==> config.mk <==
export PLATFORM = sky130hd
export DESIGN_NAME = uart_tx_fifo
export DESIGN_NICKNAME = d
export VERILOG_FILES = /design/src/rtl/uart_tx_fifo_pkg.sv /design/src/rtl/uart_tx_fifo_sync_fifo.sv /design/src/rtl/uart_tx_fifo.sv
export SDC_FILE = /design/constraint.sdc
export NUM_CORES = 1
export LEC_CHECK = 0
export CORE_MARGIN = 10
export CORE_UTILIZATION = 50
export CTS_CLUSTER_DIAMETER = 120
export DETAILED_ROUTE_END_ITERATION = 10
export GPL_TIMING_DRIVEN = 0
export PLACE_DENSITY = 0.76
export SETUP_SLACK_MARGIN = 0.15
export SYNTH_ARGS = -nofsm -noshare
export SYNTH_HDL_FRONTEND = slang
export SYNTH_SLANG_ARGS = --single-unit
==> constraint.sdc <==
create_clock -name clk1 -period 2.7 [get_ports clk1]
set_input_delay 0.405 -clock clk1 [delete_from_list [all_inputs] [get_ports clk1]]
set_output_delay 0.405 -clock clk1 [all_outputs]
set_load 0.02 [all_outputs]
==> src/rtl/uart_tx_fifo_pkg.sv <==
// Shared definitions for the UART transmit buffer: byte width and sequencer state encoding.
package uart_tx_fifo_pkg;

  localparam int BYTE_W = 8;

  typedef enum logic [1:0] {
    IDLE      = 2'd0,
    LOAD      = 2'd1,
    SEND      = 2'd2,
    WAIT_DONE = 2'd3
  } tx_state_e;

endpackage

==> src/rtl/uart_tx_fifo_sync_fifo.sv <==
// Synchronous FIFO with occupancy count and a registered pop output.
// A write while full is dropped even if a pop happens in the same cycle.
module sync_fifo
  import uart_tx_fifo_pkg::*;
#(
  parameter int DEPTH  = 16,
  parameter int ADDR_W = 4,
  parameter int WIDTH  = BYTE_W
) (
  input  logic              clk1,
  input  logic              rst,
  input  logic              wr_en,
  input  logic [WIDTH-1:0]  wr_data,
  input  logic              rd_en,
  output logic [WIDTH-1:0]  rd_data,
  output logic              full,
  output logic              empty,
  output logic [ADDR_W:0]   count
);

  localparam logic [ADDR_W:0] FULL_CNT = (ADDR_W + 1)'(DEPTH);

  logic [WIDTH-1:0]  mem [DEPTH];
  logic [ADDR_W-1:0] wr_ptr;
  logic [ADDR_W-1:0] rd_ptr;
  logic              push;
  logic              pop;

  assign full  = (count == FULL_CNT);
  assign empty = (count == '0);
  assign push  = wr_en && !full;
  assign pop   = rd_en && !empty;

  // NOTE: the storage array has no reset; stale contents are unreachable because
  // count and the pointers are reset, and leaving it out keeps it mappable to RAM.
  always_ff @(posedge clk1) begin
    if (push) mem[wr_ptr] <= wr_data;
  end

  // NOTE: every sequential assignment is non-blocking so all flops update from
  // pre-edge values, regardless of statement order.
  always_ff @(posedge clk1) begin
    if (rst) begin
      wr_ptr  <= '0;
      rd_ptr  <= '0;
      count   <= '0;
      rd_data <= '0;
    end else begin
      if (push) wr_ptr <= wr_ptr + ADDR_W'(1);
      if (pop) begin
        rd_ptr  <= rd_ptr + ADDR_W'(1);
        rd_data <= mem[rd_ptr];
      end
      unique case ({push, pop})
        2'b10:   count <= count + (ADDR_W + 1)'(1);
        2'b01:   count <= count - (ADDR_W + 1)'(1);
        default: count <= count;
      endcase
    end
  end

endmodule

==> src/rtl/uart_tx_fifo.sv <==
// Byte buffer and send sequencer in front of the UART transmitter: queues host
// bytes and hands them over one at a time, waiting for tx_done between bytes.
module uart_tx_fifo
  import uart_tx_fifo_pkg::*;
#(
  parameter int DEPTH     = 16,
  parameter int ADDR_W    = 4,
  parameter int SEND_HOLD = 4
) (
  input  logic              clk1,
  input  logic              rst,
  input  logic              wr_en,
  input  logic [7:0]        wr_data,
  input  logic              clr_ovf,
  input  logic              tx_done,
  output logic [7:0]        parallel_datain,
  output logic              send,
  output logic              full,
  output logic              empty,
  output logic [ADDR_W:0]   count,
  output logic              busy,
  output logic              overflow
);

  localparam int              HOLD_W    = (SEND_HOLD > 1) ? $clog2(SEND_HOLD) : 1;
  localparam logic [HOLD_W-1:0] HOLD_LAST = HOLD_W'(SEND_HOLD - 1);

  tx_state_e         state;
  tx_state_e         state_next;
  logic [HOLD_W-1:0] hold_cnt;
  logic              tx_done_q;
  logic              done_rise;
  logic              pop;

  // parallel_datain is the FIFO's registered pop output, so it only moves on LOAD.
  sync_fifo #(
    .DEPTH  (DEPTH),
    .ADDR_W (ADDR_W),
    .WIDTH  (BYTE_W)
  ) u_fifo (
    .clk1    (clk1),
    .rst     (rst),
    .wr_en   (wr_en),
    .wr_data (wr_data),
    .rd_en   (pop),
    .rd_data (parallel_datain),
    .full    (full),
    .empty   (empty),
    .count   (count)
  );

  assign done_rise = tx_done & ~tx_done_q;
  assign busy      = (state != IDLE);

  always_ff @(posedge clk1) begin
    if (rst) begin
      state     <= IDLE;
      hold_cnt  <= '0;
      tx_done_q <= 1'b0;
      overflow  <= 1'b0;
    end else begin
      state     <= state_next;
      tx_done_q <= tx_done;
      if (state == LOAD)      hold_cnt <= '0;
      else if (state == SEND) hold_cnt <= hold_cnt + HOLD_W'(1);
      // A dropped write wins over a simultaneous clear.
      if (wr_en && full) overflow <= 1'b1;
      else if (clr_ovf)  overflow <= 1'b0;
    end
  end

  // NOTE: every output of this block gets a default first, so no path through
  // the case statement can infer a latch.
  always_comb begin
    state_next = state;
    pop        = 1'b0;
    send       = 1'b0;
    unique case (state)
      IDLE: begin
        if (!empty) state_next = LOAD;
      end
      LOAD: begin
        pop        = 1'b1;
        state_next = SEND;
      end
      SEND: begin
        send = 1'b1;
        if (hold_cnt == HOLD_LAST) state_next = WAIT_DONE;
      end
      WAIT_DONE: begin
        if (done_rise) state_next = IDLE;
      end
      default: state_next = IDLE;
    endcase
  end

endmodule

==> results.py, run 1 <==
metrics = {
    "yosys": {
        "yosys_warnings": 0,
        "synth_seq_cells": 155,
        "syn-instance-count": 406,
        "synth_edf_count": 128,
        "synth_cell_type_count": 43,
        "synth.cell_area_um2": 6380,
        "syn_nets": 434,
        "synth_area_leader_cell": "edfxtp_1",
        "syn_area_per_cell_um2": 15.7,
        "synthArstFlopShare": 0,
        "synthTopCellsByArea": "edfxtp_1, dfxtp_1, mux2i_1",
        "synth_top_cell_area_share": 0.603,
        "synth_seq_area_share": 0.687,
        "ys.flop_type": "edfxtp_1",
    },
    "global_route": {
        "use_met1": 0.197,
        "grt_start_max_net_pins": 17,
        "grt_overflow": 0,
        "antenna_found_initial": 0,
        "grt.total_usage": 0.153,
        "first_global_vias": 3681,
        "grt_pass1_wl_um": 20500,
        "groute.layer.met3.usage": 0.0394,
        "met2_usage": 0.240,
        "busiest_layer": "met2",
    },
    "routing": {
        "remaining_drc_errors": 0,
        "vias": 3714,
        "viasPerCell": 5.73,
        "drt_iter0_markers": 296,
        "postRouteWirelength_um": 13200,
        "wl_per_cell_um": 20.4,
        "ant_nets": 0,
        "first_pass_iters": 7,
    },
    "setup_path": {
        "crit_path_end_kind": "flip-flop",
        "r2r-end": "u_fifo.count[4]",
        "worstSetupStartpointType": "flip-flop",
        "critPathKind": "flip-flop to flip-flop",
        "cp_data_required_time_ns": 3.07,
        "worst-path-max-fanout": 9,
        "reg2reg_depth": 11,
        "critPathArrivalTime_ns": 2.92,
        "r2r-start": "u_fifo.count[1]",
        "reg2reg_slack_ns": 0.14,
    },
    "min_path": {
        "worstHoldPathType": "flip-flop to flip-flop",
        "min_to": "u_fifo.rd_data[1]",
        "hp-start": "u_fifo.rd_data[1]",
        "worstHoldPathCells": 2,
    },
    "final_layout": {
        "fin_nets": 492,
        "antennaDiodeCount": 0,
        "fillCellCount": 909,
        "area_growth_pct": 19.5,
        "finalInstanceArea_um2": 7620,
        "drive_gt1_frac": 0.187,
    },
    "floorplanning": {
        "core_area_um2": 12600,
        "die_area_um2": 17700,
        "fp-row-count": 41,
        "fp.dieW_um": 133,
        "floorplan.initialDensity": 0.508,
        "dieHeight_um": 133,
        "pin_count": 31,
    },
    "power_and_ir_drop": {
        "ir_worst_vdd_mv": 0.479,
        "leakage_nw": 2.48,
        "power.density_nw_per_um2": 943,
    },
    "timing": {
        "tightestPinTransition_ns": 1.21,
        "fmax_mhz": 391,
        "period_needed_ns": 2.56,
        "rsz0062_at_grt": "yes",
        "period_share": 0.948,
        "timing.slew.headroom": 0.187,
        "hold_viol_final": 0,
        "slew_violations": 0,
        "fin_skew_ns": 0.00663,
        "finalSetupTns_ns": 0,
        "final-setup-viol-count": 0,
    },
    "status": {
        "status": "completed",
    },
    "clocking": {
        "cts_tree": "done",
        "cts.clk_slew.worst_paths_ns": 0.06,
        "clock_latency_ns": 0.42,
        "htreeDepth": 4,
        "ctsHoldBuffers": 0,
        "cts_num_sinks": 155,
        "cts-root-buf": "clkbuf_16",
        "cts_buffers": 17,
        "clockBufferDepth": 2,
    },
    "placed_design": {
        "io_buffers": 30,
        "place_area_um2": 6930,
        "dp_hpwl_um": 8620,
        "gp_congestion": 0.838,
    },
    "job": {
        "drv_cap": 0,
    },
}
per-layer routing:
| metal | vias to the layer above | share of wire |
|---|---|---|
| met3 | 22 | 0.071 |
| met1 | 1864 | 0.43 |
| met5 | - | 0 |
| met4 | 0 | 0.017 |
| met2 | 147 | 0.48 |
| li1 | 1681 | - |
worst max-delay path by stage:
stage                          startpoint               end  slack [ns]  depth (start not counted)
final                     u_fifo.count[1]   u_fifo.count[4]        0.14                         11
after global routing      u_fifo.count[1]   u_fifo.count[4]        0.07                         12
after CTS                 u_fifo.count[2]   u_fifo.count[4]        0.04                         10
after detailed placement            wr_en  u_fifo.mem[1][6]       -0.35                          4
after global placement              wr_en  u_fifo.mem[1][0]       -0.34                          4
after floorplan           u_fifo.count[4]   u_fifo.count[4]        0.16                         10
area by class of cell:
| class | count | area [µm²] | area share |
|---|---|---|---|
| plain buffers | 23 | 144 | 0.0189 |
| clock inverters | 10 | 101 | 0.0133 |
| well taps | 172 | 215 | 0.0282 |
| flip-flops and latches | 155 | 4390 | 0.575 |
| multi-input cells | 219 | 1940 | 0.254 |
| repair buffers | 39 | 365 | 0.0479 |
| clock buffers | 21 | 440 | 0.0578 |
| inverters | 9 | 33.8 | 0.00443 |
synth_stat cells, types with 2 or more instances:
master / n
a211o_1: 3
a21o_1: 2
a21oi_1: 8
a22oi_1: 8
a311oi_1: 9
and3_1: 2
buf_1: 4
buf_2: 9
buf_4: 2
buf_6: 2
clkbuf_1: 6
dfxtp_1: 27
edfxtp_1: 128
ha_1: 15
inv_1: 9
mux2i_1: 36
mux4_2: 16
nand2_1: 8
nand2b_1: 4
nand3_1: 4
nor2_1: 44
nor2b_1: 5
nor3_1: 8
o211ai_2: 3
o21ai_0: 2
o22ai_1: 16
or3_1: 2
xnor2_1: 4
xor2_1: 6
kinds of logic (layout without fill, tap and decap cells):
family                     count (synthesis)  after routing  share of synthesized area
DFF                                      155            155                      0.687
and+or+nand+nor                           84             84                     0.0632
AOI/OAI and AO/OA                         58             58                     0.0692
muxes                                     52             52                      0.113
buffers and inverters                     32            102                     0.0241
adders and majority gates                 15             15                     0.0294
xor gates and xnor gates                  10             10                     0.0137
cell usage in the layout (no fill, tap or decap), types with 5 or more instances in the layout:
cell type	instances
mux2i_1	36
nand2_1	8
clkbuf_16	17
nor3_1	5
nor2_1	44
clkbuf_1	9
clkdlybuf4s50_1	28
a22oi_1	8
ha_1	11
a311oi_1	9
mux4_2	16
xor2_1	5
edfxtp_1	128
o22ai_1	16
nor2b_1	5
buf_4	11
inv_1	8
dfxtp_1	24
buf_2	7
per-stage QoR:
stage          hold slack, ns  power, mW  worst slack (ns)  std cells  utilization
6_report                0.512       7.19             0.141        648        0.607
3_3_place_gp            0.496       4.77            -0.339        608        0.552
3_5_place_dp            0.506       4.83            -0.353        608        0.552
4_1_cts                 0.514       7.03            0.0410        640        0.596
2_1_floorplan           0.502       4.20             0.156        406            -
5_1_grt                 0.527       7.51            0.0707        648        0.607
where the power goes:
group	total, mW	switching, mW	internal (mW)	leakage (nW)
clock	2.21	0.874	1.34	0.259
combinational	2.08	1.13	0.951	0.848
sequential	2.89	0.120	2.77	1.38
total	7.19	2.12	5.06	2.48
timing repair:
item	CTS	global route
pin swaps	0	5
gates resized for setup	4	18
endpoints found under the setup margin	17	11
setup buffers	1	8
worst max-delay path: stages, from the launching register on:
cell and delay (ns):
dfxtp_2 0.32, buf_6 0.14, nor4_4 0.33, buf_4 0.20, a21boi_4 0.06, buf_8 0.14, ha_4 0.23, buf_6 0.12
or4b_2 0.66, a21oi_2 0.16, a31oi_1 0.06, nand3_1 0.08
sequential cells by signal (all words and copies together), names as in the netlist:
signal          count
u_fifo.wr_ptr       4
u_fifo.count        5
overflow            1
u_fifo.rd_data      8
u_fifo.rd_ptr       4
hold_cnt            2
tx_done_q           1
u_fifo.mem        128
state               2
Note: power is estimated with default switching activity, not from simulation.
==> run 2, diff against run 1 <==
--- a/config.mk
+++ b/config.mk
@@ -5,12 +5,11 @@
 export SDC_FILE = /design/constraint.sdc
 export NUM_CORES = 1
 export LEC_CHECK = 0
-export CORE_MARGIN = 10
-export CORE_UTILIZATION = 50
+export CORE_UTILIZATION = 54
 export CTS_CLUSTER_DIAMETER = 120
 export DETAILED_ROUTE_END_ITERATION = 10
 export GPL_TIMING_DRIVEN = 0
-export PLACE_DENSITY = 0.76
+export PLACE_DENSITY = 0.81
 export SETUP_SLACK_MARGIN = 0.15
 export SYNTH_ARGS = -nofsm -noshare
 export SYNTH_HDL_FRONTEND = slang
==> run 2 against run 1 <==
  * Sequential cell count did not move
  * Clock-buffer cell count decreased by 4
  * Non-clock buffer count shrank 1
  * Register-to-register slack improved by 0.12 ns
  * Critical path depth fell by 1
  * Die area decreased by 31%
  * Combinational power down 2%
  * Power up 0.84%
  * Global-route usage rose by 7.6 points
  * Wire length increased by 2.2%
==> results.py, run 2 (synthesis gave the netlist of run 1 again) <==
metrics = {
    "routing": {
        "vias": 3847,
        "viasPerCell": 6.21,
        "postRouteWirelength_um": 13500,
        "wl_per_cell_um": 21.8,
        "remaining_drc_errors": 0,
        "drt_iter0_markers": 389,
        "first_pass_iters": 5,
        "ant_nets": 0,
    },
    "timing": {
        "hold_viol_final": 0,
        "timing.slew.headroom": 0.189,
        "finalSetupTns_ns": 0,
        "fin_skew_ns": 0.00781,
        "period_share": 0.912,
        "slew_violations": 0,
        "finalWorstSetupSlack_ns": 0.237,
        "fmax_mhz": 406,
        "period_needed_ns": 2.46,
        "rsz0062_at_grt": "yes",
        "tightestPinTransition_ns": 1.21,
        "final-setup-viol-count": 0,
    },
    "power_and_ir_drop": {
        "ir_worst_vdd_mv": 0.938,
        "leakage_nw": 2.50,
        "finalPower_mw": 7.25,
        "power.density_nw_per_um2": 956,
    },
    "status": {
        "status": "completed",
    },
    "setup_path": {
        "crit_path_end_kind": "flip-flop",
        "r2r-start": "u_fifo.count[1]",
        "worst-path-max-fanout": 9,
        "worstSetupStartpointType": "input pin",
        "r2r-end": "u_fifo.count[4]",
        "critPathArrivalTime_ns": 2.77,
        "reg2reg_slack_ns": 0.26,
        "reg2reg_depth": 12,
        "cp_data_required_time_ns": 3.00,
        "startpoint": "wr_en",
        "critPathKind": "input pin to flip-flop",
    },
    "clocking": {
        "cts-root-buf": "clkbuf_16",
        "clockBufferDepth": 2,
        "cts_num_sinks": 155,
        "htreeDepth": 4,
        "cts_buffers": 17,
        "cts_tree": "done",
        "clock_latency_ns": 0.43,
        "ctsHoldBuffers": 0,
        "cts.clk_slew.worst_paths_ns": 0.06,
    },
    "floorplanning": {
        "pin_count": 31,
        "core_area_um2": 11500,
        "die_area_um2": 12300,
        "floorplan.initialDensity": 0.556,
        "fp-row-count": 39,
        "dieHeight_um": 111,
        "fp.dieW_um": 111,
    },
    "placed_design": {
        "gp_congestion": 0.848,
        "dp_hpwl_um": 8440,
        "place_area_um2": 6900,
        "place_ws_ns": -0.410,
        "io_buffers": 30,
    },
    "final_layout": {
        "layout_commonest_cell": "edfxtp_1",
        "top_register": "u_fifo.mem",
        "area_growth_pct": 18.9,
        "drive_gt1_frac": 0.181,
        "finalInstanceArea_um2": 7580,
        "fin_nets": 491,
        "final_util": 0.661,
        "antennaDiodeCount": 0,
        "top_regs": "u_fifo.mem: 128 flops, u_fifo.rd_data: 8 flops, u_fifo.count: 5 flops",
        "largest_register_ffs": 128,
        "final_cell_mix": "edfxtp_1, nor2_1, mux2i_1",
    },
    "global_route": {
        "grt_pass1_wl_um": 20500,
        "grt_overflow": 0,
        "grt.total_usage": 0.229,
        "antenna_found_initial": 0,
        "grt_start_max_net_pins": 17,
        "first_global_vias": 3767,
    },
    "min_path": {
        "worstHoldPathType": "flip-flop to flip-flop",
        "worstHoldPathCells": 2,
        "hp-start": "u_fifo.rd_data[0]",
        "min_to": "u_fifo.rd_data[0]",
    },
    "job": {
        "drv_cap": 0,
    },
}
run 2: changes by cell type in the layout (fill, tap and decap cells not counted), sizes merged:
cell      before  now
inv            9   18
clkinv         6    2
clkbuf        26   22
buf           27   26
bufinv         2    1
clkinvlp       2    3
run 2: timing repair:
action                                  4_1_cts  5_1_grt
cloned                                        0        0
resized for setup                             5       10
pin swaps                                     1        4
endpoints found under the setup margin       21       11
buffers inserted                              1        7
run 2: worst max path at each step:
stage | endpoint | cells past startpoint
finish | u_fifo.count[4] | 10
global route | u_fifo.count[4] | 12
CTS | u_fifo.count[4] | 10
detailed placement | u_fifo.mem[2][5] | 4
global placement | u_fifo.mem[1][0] | 4
floorplan | u_fifo.count[4] | 10
run 2: area by class of cell:
class | instances | area (µm²)
plain buffers | 23 | 144
clock buffers | 17 | 425
clock inverters | 15 | 151
fillers | 767 | 3880
inverters | 9 | 33.8
multi-input cells | 219 | 1910
flip-flops and latches | 155 | 4390
well taps | 143 | 179
repair buffers | 38 | 358
run 2: power by group:
group	switching [mW]	internal, mW
sequential	0.122	2.77
combinational	1.12	0.913
clock	1.02	1.30
total	2.26	4.98
run 2: metrics by stage:
step / hold slack, ns / std cells
3_3_place_gp: 0.501 / 579
6_report: 0.516 / 619
4_1_cts: 0.514 / 612
5_1_grt: 0.547 / 619
3_5_place_dp: 0.505 / 579
2_1_floorplan: 0.502 / 406
run 2: routing by layer:
metal  vias to the layer above  global-route usage  part of all wire
met5                         -                   0                 0
met4                         0               0.112             0.026
met3                        38              0.0530             0.080
met2                       202               0.361              0.49
met1                      1919               0.302              0.40
li1                       1688                   -                 -
run 2: critical path: stages:
cell	delay (ns)
clkdlybuf4s50_1	0.66
a21boi_4	0.32
inv_1	0.13
ha_4	0.21
xor2_1	0.15
ha_1	0.21
a211o_1	0.28
a21oi_1	0.20
a211o_1	0.12
nand3_1	0.09
==> run 3, diff against run 2 <==
--- a/config.mk
+++ b/config.mk
@@ -5,6 +5,7 @@
 export SDC_FILE = /design/constraint.sdc
 export NUM_CORES = 1
 export LEC_CHECK = 0
+export CORE_ASPECT_RATIO = 0.8
 export CORE_UTILIZATION = 54
 export CTS_CLUSTER_DIAMETER = 120
 export DETAILED_ROUTE_END_ITERATION = 10
==> run 3 against run 2 <==
  * First-iteration DRC count fell by 2.8%
  * Worst hold slack worse by 0.011 ns
  * Global-route usage grew 0.95 points
  * Wire length decreased by 0.90%
  * Critical path depth is 1 higher
  * Via count shrank 3.4%
  * Fmax shrank 5.2%
  * Utilization is 0.60 points lower
  * Worst setup slack worse by 0.14 ns
  * Combinational power is essentially flat
  * Critical path type is now flip-flop to flip-flop
  * Largest power group unchanged
  * Highest routed layer unchanged
==> results.py, run 3 (synthesis gave the netlist of run 1 again) <==
metrics = {
    "status": {
        "status": "completed",
    },
    "final_layout": {
        "area_growth_pct": 18.3,
        "multiInputGateArea_um2": 1920,
        "fin_nets": 487,
        "fillCellCount": 796,
        "drive_gt1_frac": 0.174,
        "final_cell_mix": "edfxtp_1, nor2_1, mux2i_1",
        "final-seq-area_um2": 4390,
        "antennaDiodeCount": 0,
        "top_regs": "u_fifo.mem: 128 flops, u_fifo.rd_data: 8 flops, u_fifo.count: 5 flops",
        "largest_register_ffs": 128,
        "top_register": "u_fifo.mem",
        "layout_commonest_cell": "edfxtp_1",
    },
    "timing": {
        "period_needed_ns": 2.60,
        "finalWorstSetupSlack_ns": 0.101,
        "tightestPinTransition_ns": 1.28,
        "slew_violations": 0,
        "hold_viol_final": 0,
        "period_share": 0.962,
        "rsz0062_at_grt": "yes",
        "fmax_mhz": 385,
        "timing.slew.headroom": 0.141,
        "finalSetupTns_ns": 0,
        "fin_skew_ns": 0.00895,
        "final-setup-viol-count": 0,
    },
    "floorplanning": {
        "core_area_um2": 11500,
        "die_area_um2": 12300,
        "floorplan.initialDensity": 0.554,
        "fp.dieW_um": 124,
        "dieHeight_um": 99.2,
        "pin_count": 31,
        "fp-row-count": 35,
    },
    "clocking": {
        "clock_latency_ns": 0.42,
        "ctsHoldBuffers": 0,
        "cts_tree": "done",
        "cts-root-buf": "clkbuf_16",
        "cts_buffers": 17,
        "cts.clk_slew.worst_paths_ns": 0.06,
        "htreeDepth": 4,
        "clockBufferDepth": 2,
        "cts_num_sinks": 155,
    },
    "setup_path": {
        "crit_path_end_kind": "flip-flop",
        "r2r-start": "u_fifo.count[1]",
        "r2r-end": "u_fifo.count[4]",
        "critPathKind": "flip-flop to flip-flop",
        "worst-path-max-fanout": 11,
        "critPathArrivalTime_ns": 2.96,
        "reg2reg_slack_ns": 0.10,
        "cp_data_required_time_ns": 3.06,
        "worstSetupStartpointType": "flip-flop",
        "reg2reg_depth": 11,
    },
    "global_route": {
        "first_global_vias": 3667,
        "grt.total_usage": 0.239,
        "antenna_found_initial": 0,
        "grt_overflow": 0,
        "grt_pass1_wl_um": 20500,
        "grt_start_max_net_pins": 17,
    },
    "placed_design": {
        "dp_hpwl_um": 8470,
        "gp_congestion": 0.852,
        "io_buffers": 30,
        "place_ws_ns": -0.329,
    },
    "power_and_ir_drop": {
        "ir_worst_vdd_mv": 0.528,
        "leakage_nw": 2.48,
        "power.density_nw_per_um2": 951,
    },
    "min_path": {
        "hp-start": "u_fifo.rd_data[3]",
        "worstHoldPathType": "flip-flop to flip-flop",
        "worstHoldPathCells": 2,
        "min_to": "u_fifo.rd_data[3]",
    },
    "routing": {
        "remaining_drc_errors": 0,
        "ant_nets": 0,
        "first_pass_iters": 4,
        "postRouteWirelength_um": 13400,
        "wl_per_cell_um": 21.6,
        "drt_iter0_markers": 378,
        "viasPerCell": 6.00,
        "vias": 3717,
    },
    "job": {
        "drv_cap": 0,
    },
}
run 3: cell type report:
class	count	area share
inverter	9	0.00497
clock buffer	17	0.0564
clock inverter	14	0.0177
timing repair buffer	34	0.0434
buffer	23	0.0181
sequential	155	0.581
multi-input combinational	219	0.254
tap	148	0.0245
run 3: worst max path at each step:
stage	slack [ns]	cells after the start	end	from
2_1_floorplan	0.16	10	u_fifo.count[4]	u_fifo.count[4]
3_3_place_gp	-0.27	4	u_fifo.mem[1][0]	wr_en
3_5_place_dp	-0.33	4	u_fifo.mem[1][0]	wr_en
4_1_cts	0.07	10	u_fifo.count[4]	u_fifo.count[2]
5_1_grt	0.0004	11	u_fifo.count[4]	u_fifo.count[1]
6_report	0.10	11	u_fifo.count[4]	u_fifo.count[1]
run 3: through the flow:
stage	std cells	hold slack [ns]	area, µm²	utilization	power, mW
after CTS	616	0.507	7480	0.650	7.10
after floorplan	406	0.502	6420	-	4.20
after global placement	584	0.502	6900	0.599	4.76
after detailed placement	584	0.497	6900	0.599	4.84
final	619	0.505	7550	0.655	7.18
after global routing	619	0.544	7550	0.655	7.48
run 3: critical path, stage by stage (launching register included):
cell	delay, ns
dfxtp_1	0.33
buf_6	0.14
nor4_4	0.24
buf_4	0.19
a21boi_4	0.07
buf_6	0.16
ha_1	0.29
clkbuf_4	0.19
or4b_2	0.63
a21oi_1	0.15
a31oi_1	0.06
nand3_1	0.09
run 3: routing by layer:
layer	track usage	share of wire	vias up
met2	0.369	0.49	165
met1	0.333	0.42	1848
li1	-	-	1683
met5	0	0	-
met4	0.0890	0.019	0
met3	0.0550	0.067	21
run 3: power by group:
part | total (mW) | internal (mW) | leakage (nW) | switching (mW)
Sequential | 2.90 | 2.77 | 1.38 | 0.129
Clock | 2.26 | 1.28 | 0.272 | 0.979
Combinational | 2.01 | 0.872 | 0.829 | 1.14
run 3: repair_timing:
action / 4_1_cts / 5_1_grt
setup buffers: 1 / 3
gates resized for setup: 5 / 7
pin swaps: 0 / 1
endpoints found under the setup margin: 16 / 11
